### src/rtl/register_dump_reader.sv
`default_nettype none
// ============================================================================
// Module   : register_dump_reader
// Brief    : Reads every bank register over the debug port and streams each
//            word MSB byte first into the debug UART TX. Define
//            DUMP_CHECKSUM_EN to append an XOR checksum byte to the dump.
// Revision : 1.0 - initial release
// ============================================================================
module register_dump_reader #(
    parameter int DATA_SIZE  = 32,
    parameter int ADDR_SIZE  = 5,
    parameter int BANK_DEPTH = 32,
    parameter int BYTE_SIZE  = 8
) (
    input  logic                 i_clock,
    input  logic                 i_reset,
    input  logic                 i_start,
    output logic                 o_read_enable,
    output logic [ADDR_SIZE-1:0] o_read_addr,
    input  logic [DATA_SIZE-1:0] i_read_data,
    output logic [BYTE_SIZE-1:0] o_tx_data,
    output logic                 o_tx_start,
    input  logic                 i_tx_done,
    output logic                 o_busy,
    output logic                 o_done
);

    localparam int c_BYTES_PER_WORD = DATA_SIZE / BYTE_SIZE;
    localparam int c_CNT_W          = (c_BYTES_PER_WORD > 1) ? $clog2(c_BYTES_PER_WORD) : 1;
    localparam logic [c_CNT_W-1:0]   c_LAST_BYTE = c_CNT_W'(c_BYTES_PER_WORD - 1);
    localparam logic [ADDR_SIZE-1:0] c_LAST_ADDR = ADDR_SIZE'(BANK_DEPTH - 1);

    typedef enum logic [2:0] {
        ST_IDLE      = 3'd0,
        ST_REQ       = 3'd1,
        ST_LATCH     = 3'd2,
        ST_SEND      = 3'd3,
        ST_WAIT_TX   = 3'd4,
        ST_CSUM      = 3'd5,
        ST_CSUM_WAIT = 3'd6,
        ST_DONE      = 3'd7
    } state_t;

    state_t               r_state;
    state_t               w_next_state;
    logic [ADDR_SIZE-1:0] r_addr;
    logic [c_CNT_W-1:0]   r_byte_cnt;
    logic [DATA_SIZE-1:0] r_shift;
    logic [BYTE_SIZE-1:0] w_top_byte;
    logic                 w_last_byte;
    logic                 w_last_addr;

    assign w_top_byte  = r_shift[DATA_SIZE-1 -: BYTE_SIZE];
    assign w_last_byte = (r_byte_cnt == c_LAST_BYTE);
    assign w_last_addr = (r_addr == c_LAST_ADDR);
    assign o_read_addr = r_addr;

`ifdef DUMP_CHECKSUM_EN
    logic [BYTE_SIZE-1:0] r_csum;

    // Folds in each byte on the cycle it is offered to the UART.
    always_ff @(posedge i_clock) begin
        if (i_reset) begin
            r_csum <= '0;
        end else if (r_state == ST_IDLE && i_start) begin
            r_csum <= '0;
        end else if (r_state == ST_SEND) begin
            r_csum <= r_csum ^ w_top_byte;
        end
    end
`endif

    always_ff @(posedge i_clock) begin
        if (i_reset) begin
            r_state <= ST_IDLE;
        end else begin
            r_state <= w_next_state;
        end
    end

    always_comb begin
        w_next_state  = r_state;
        o_read_enable = 1'b0;
        o_tx_start    = 1'b0;
        o_busy        = 1'b1;
        o_done        = 1'b0;
        o_tx_data     = w_top_byte;
        case (r_state)
            ST_IDLE: begin
                o_busy = 1'b0;
                if (i_start) w_next_state = ST_REQ;
            end
            ST_REQ: begin
                o_read_enable = 1'b1;
                w_next_state  = ST_LATCH;
            end
            ST_LATCH: w_next_state = ST_SEND;
            ST_SEND: begin
                o_tx_start   = 1'b1;
                w_next_state = ST_WAIT_TX;
            end
            ST_WAIT_TX: begin
                if (i_tx_done) begin
                    if (!w_last_byte) begin
                        w_next_state = ST_SEND;
                    end else if (!w_last_addr) begin
                        w_next_state = ST_REQ;
                    end else begin
`ifdef DUMP_CHECKSUM_EN
                        w_next_state = ST_CSUM;
`else
                        w_next_state = ST_DONE;
`endif
                    end
                end
            end
            ST_CSUM: begin
                o_tx_start   = 1'b1;
                w_next_state = ST_CSUM_WAIT;
            end
            ST_CSUM_WAIT: begin
                if (i_tx_done) w_next_state = ST_DONE;
            end
            ST_DONE: begin
                o_done       = 1'b1;
                w_next_state = ST_IDLE;
            end
            default: w_next_state = ST_IDLE;
        endcase
`ifdef DUMP_CHECKSUM_EN
        if (r_state == ST_CSUM || r_state == ST_CSUM_WAIT) o_tx_data = r_csum;
`endif
    end

    // The top byte of r_shift is the byte on the wire; it only moves once the UART acknowledges it.
    always_ff @(posedge i_clock) begin
        if (i_reset) begin
            r_addr     <= '0;
            r_byte_cnt <= '0;
            r_shift    <= '0;
        end else begin
            case (r_state)
                ST_IDLE: begin
                    if (i_start) begin
                        r_addr     <= '0;
                        r_byte_cnt <= '0;
                    end
                end
                ST_LATCH: begin
                    r_shift    <= i_read_data;
                    r_byte_cnt <= '0;
                end
                ST_WAIT_TX: begin
                    if (i_tx_done) begin
                        if (!w_last_byte) begin
                            r_shift    <= r_shift << BYTE_SIZE;
                            r_byte_cnt <= r_byte_cnt + c_CNT_W'(1);
                        end else if (!w_last_addr) begin
                            r_addr <= r_addr + ADDR_SIZE'(1);
                        end
                    end
                end
                default: ;
            endcase
        end
    end

endmodule
`default_nettype wire
### config.mk
export PLATFORM = sky130hd
export DESIGN_NAME = register_dump_reader
export DESIGN_NICKNAME = d
export VERILOG_FILES = /design/src/rtl/register_dump_reader.sv
export SDC_FILE = /design/constraint.sdc
export NUM_CORES = 1
export LEC_CHECK = 0
export CORE_UTILIZATION = 35
export CTS_CLUSTER_SIZE = 25
export DETAILED_ROUTE_END_ITERATION = 10
export HOLD_SLACK_MARGIN = 0.02
export SLEW_MARGIN = 10
export SYNTH_ARGS = -nofsm -noshare
export SYNTH_HDL_FRONTEND = slang
export SYNTH_SLANG_ARGS = --single-unit
### constraint.sdc
create_clock -name i_clock -period 1.5 [get_ports i_clock]
set_input_delay 0.225 -clock i_clock [delete_from_list [all_inputs] [get_ports i_clock]]
set_output_delay 0.225 -clock i_clock [all_outputs]
set_load 0.05 [all_outputs]
# Word-level counts from Yosys, hierarchy flattened
# Index checks and enable logic that the tools add are counted.
[totals] ff_bits=42 output_inout_bits=17
[op_classes] n_addsub=2 n_eq_ne=15 muxes=22 reduce_logical=9
[ops] cell="2-to-1 mux 32 bit" n=2
[ops] cell="one-hot mux 32 bit (2 select lines)" n=1
[ops] cell="one-hot mux 3 bit (8 select lines)" n=1
[ops] cell="2-to-1 mux 5 bit" n=4
[ops] cell="2-to-1 mux 3 bit" n=5
[ops] cell="equality test 3 bit, second input constant" n=4
[ops] cell="!= test 2 bit, second input constant" n=6
[ops] cell="one-hot mux 5 bit (2 select lines)" n=1
[ops] cell="equality test 3 x 2 -> 1 bit, second input constant" n=2
[ops] cell="2-to-1 mux 2 bit" n=3
[ops] cell="one-hot mux 2 bit (3 select lines)" n=1
[ops] cell="AND reduction 3 bit" n=2
[ops] cell="adder 5 x 1 -> 5 bit, second input constant" n=1
[ops] cell="equality test 5 bit, second input constant" n=1
[ops] cell="AND reduction 5 bit" n=1
[ops] cell="2-to-1 mux 1 bit" n=4
[ops] cell="AND reduction 4 bit" n=1
[ops] cell="nonzero test 2 bit" n=2
[ops] cell="equality test 3 x 1 -> 1 bit, second input constant" n=1
[ops] cell="logical NOT 3 bit" n=1
[ops] cell="nonzero test 3 bit" n=1
[ops] cell="adder 2 x 1 -> 2 bit, second input constant" n=1
[ops] cell="equality test 2 bit, second input constant" n=1
[ops] cell="OR reduction 2 bit" n=1

# Logic depth before layout (Yosys ltp)
[logic_depth] depth_word=5 depth_mapped=6

# Worst setup path before layout
# No wires, ideal clock.
[synth_path] kind="register -> register" startpoint="register r_addr[0], in the netlist o_read_addr[0]" endpoint="register r_addr[2], in the netlist o_read_addr[2]" setup_time_ps=121 arrival_ps=1826 required_ps=1379 setup_slack_ps=-447 stages_incl_launch_ff=7 cell_sequence="dfxtp_1 -> ha_1 -> and3_1 -> ha_1 -> and4b_1 -> nand3_1 -> mux2_2"
[synth_via] elab_chain_cells=5 word_cells_on_any_way=8
[synth_rtl] element="from (decl)" line="46" rtl="logic [ADDR_SIZE-1:0] r_addr;"
[synth_rtl] element="from (signal assigned)" line="159" rtl="r_addr <= r_addr + ADDR_SIZE'(1);"
[synth_rtl] element="adder 5 x 1 -> 5 bit" line="159"
[synth_rtl] element="2-to-1 mux 5 bit" line="158" rtl="end else if (!w_last_addr) begin"
[synth_rtl] element="2-to-1 mux 5 bit" line="155" rtl="if (!w_last_byte) begin"
[synth_rtl] element="2-to-1 mux 5 bit" line="154" rtl="if (i_tx_done) begin"
[synth_rtl] element="one-hot mux 5 bit (2 select lines)" line="142" rtl="case (r_state)"
# Several ways; a longest one is shown, not always the timed one. The select of a mux whose other input is x is not followed.
# A chain may end at the register's enable or synchronous reset.

# Worst setup path in the final report
# Same ends and word-level chain as after synthesis.

==> run summary <==
status = complete, but fails checks
violated checks = negative setup slack
NumNets Final = 376
crit path DAT = 1.76 ns
syn_area_per_cell = 8.20 sq um
Cell variety after synth = 39
Multi-input gate area = 0.00135 sq mm
row count = 29
post-layout util = 53.2%
largest net degree at the start of global routing = 29
Synth Register Bits = 42
critical path endpoint category = flop
IO Port Bufs = 52
asr flop ratio synth = 0%
WL/cell = 13.7 um
share of layout cells above drive strength 1 = 26.0%
Routability Congestion = 0.769
met2 routed WL = 2680 um
clock root buffer = clkbuf_8
Fmax achieved = 638 MHz
Setup CP Type = reg2reg
worst vdd ir = 507 uV
Clk pin slew, worst setup/hold paths = 0.08 ns
R2R Setup Slk = -0.07 ns
pre-CTS setup slack = -0.159 ns
Met3 Routed Length = 287 um
Post-DP HPWL = 3690 um
Post-Syn Nets = 317
H-tree depth = 2
final worst path period share = 105%
first-pass GRT wire length = 8920 um
DR vias = 2196
P&R area growth vs syn = 47.3%
1st-pass router iterations = 5
Routed Antenna Nets = 0
DRC viols = 0
# placed instances = 398
Non-Filler Instances = 415
initial detailed-routing violation count = 134
Top Ports = 53
relative slew slack = 77.4%
initial antenna violation count = 0
M1 wire length = 2660 um
Critical Path RT = 1.69 ns
warnings from Yosys = 0
number of global-route vias before repair = 1922
final setup vio count = 5
final setup margin = -0.0685 ns
Worst Max-Slew Pin Slew = 0.334 ns
chip width = 82.7 um
Pleak = 1.27 nW
die span in y = 82.7 um
Total Routed Length = 5690 um
Seq. cell area = 862 sq um
Layout fillers = 615
Tot GR Track Use = 17.0%
vias per cell = 5.29
core area = 0.00631 sq mm
total grt overflow = 0
maximum clock insertion buffer count = 2
largest fanout on the critical path = 3
Synth Flop Type = dfxtp_1
number of synthesized flops with an enable pin = 0
top sig layer = met4
Tmin final = 1.57 ns
Synth Cell Area = 0.00228 sq mm
Final Max Tran Viols = 0
Sink Count = 42
Min Hold Slack = 0.462 ns
Worst Clk Skew = 0.00934 ns
Ant. Diodes = 0
Setup crit start kind = flop
Max Cap Viol = 0
Hold WC Path Type = reg2reg
Pwr Density = 854 mW/mm^2
sequential fraction of the synthesis area = 36.9%
Post-Syn Instances = 278
initial core utilization = 36.1%
Die Footprint = 0.00684 sq mm
RSZ-0062 raised after global routing = true
worst-skew pair later-pin latency = 0.29 ns
CTS buffer count = 5
Final Hold Fails = 0
CTS tree = done
worst max-delay path, cell delays in order, from the launching register on:
cell and delay (ns):
dfxtp_4 0.36, ha_4 0.15, and3_4 0.15, ha_4 0.15, and4b_1 0.29, nand3_1 0.09, mux2_2 0.27
placed cells by master (no fill, tap or decap), types with 8 or more instances in the layout:
master | Yosys | layout
nand2b_1 | 23 | 23
clkdlybuf4s50_1 | 0 | 35
buf_4 | 10 | 31
o311ai_0 | 19 | 8
mux2i_1 | 12 | 12
dfxtp_1 | 42 | 33
buf_12 | 0 | 12
a31oi_1 | 25 | 25
o311ai_1 | 5 | 12
nand3_1 | 13 | 13
nand2_1 | 67 | 66
per-stage QoR:
| stage | area, sq um | TNS (ns) | power, mW |
|---|---|---|---|
| floorplan | 2330 | -0.462 | 1.72 |
| global placement | 3050 | -3.73 | 1.95 |
| detailed placement | 3050 | -4.31 | 1.96 |
| CTS | 3210 | -0.297 | 2.83 |
| global route | 3360 | -0.641 | 3.01 |
| finish | 3360 | -0.256 | 2.87 |
synth_stat cells, drive strengths merged, types with 2 or more instances:
master | n | area (sq um)
nand2b | 23 | 144
and3 | 3 | 18.8
nor2 | 3 | 11.3
mux2i | 12 | 120
inv | 4 | 15.0
o21a | 3 | 22.5
o311ai | 24 | 210
ha | 3 | 37.5
nor2b | 2 | 12.5
nand2 | 67 | 251
dfxtp | 42 | 841
clkbuf | 11 | 41.3
a31oi | 25 | 156
or3 | 2 | 12.5
a211oi | 2 | 15.0
buf | 21 | 146
nand3 | 13 | 65.1
logic make-up (layout without fill, tap and decap cells):
group | Yosys count | in the layout | synth area share (%)
adders and majority gates | 3 | 3 | 1.65
xor gates and xnor gates | 1 | 1 | 0.384
AOI/OAI and AO/OA | 60 | 60 | 19.5
DFF | 42 | 42 | 36.9
buffers and inverters | 36 | 96 | 8.90
and+or+nand+nor | 123 | 123 | 26.9
muxes | 13 | 13 | 5.77
layer usage:
layer / GRT usage, % / vias up
met5: 0 / -
met4: 4.83 / 0
met3: 3.08 / 6
met2: 28.0 / 61
met1: 22.5 / 1015
li1: - / 1114
layout make-up:
class | instances | share of cell area [%]
Tap cell | 77 | 2.87
Inverter | 4 | 0.559
Sequential cell | 42 | 25.7
Clock inverter | 1 | 0.186
Clock buffer | 7 | 2.91
Timing Repair Buffer | 84 | 27.7
Multi-Input combinational cell | 200 | 40.1
flip-flops by register name, summed over array words and instances, names as in the netlist:
| register | flops |
|---|---|
| r_shift | 32 |
| o_read_addr | 5 |
| r_state | 3 |
| r_byte_cnt | 2 |
path summary, 6_finish.rpt:
path / from / to / cells past startpoint
worst max-delay path: o_read_addr[0] / o_read_addr[2] / 6
worst min-delay path: r_shift[5] / r_shift[5] / 2
worst max register to register: o_read_addr[0] / o_read_addr[2] / 6
worst min register to register: r_shift[5] / r_shift[5] / 2
report_power, final:
group | switching, mW | total (mW) | internal (mW)
sequential | 0.0652 | 1.26 | 1.20
combinational | 0.384 | 0.771 | 0.387
clock | 0.400 | 0.831 | 0.431
total | 0.849 | 2.87 | 2.02
what timing repair did:
action | CTS | global route
endpoints found under the setup margin | 19 | 32
pin swaps | 5 | 7
hold buffers | 0 | 0
buffers inserted | 1 | 6
cloned | 1 | 1
resized for setup | 12 | 25
Power figures use the tool's default switching activity.
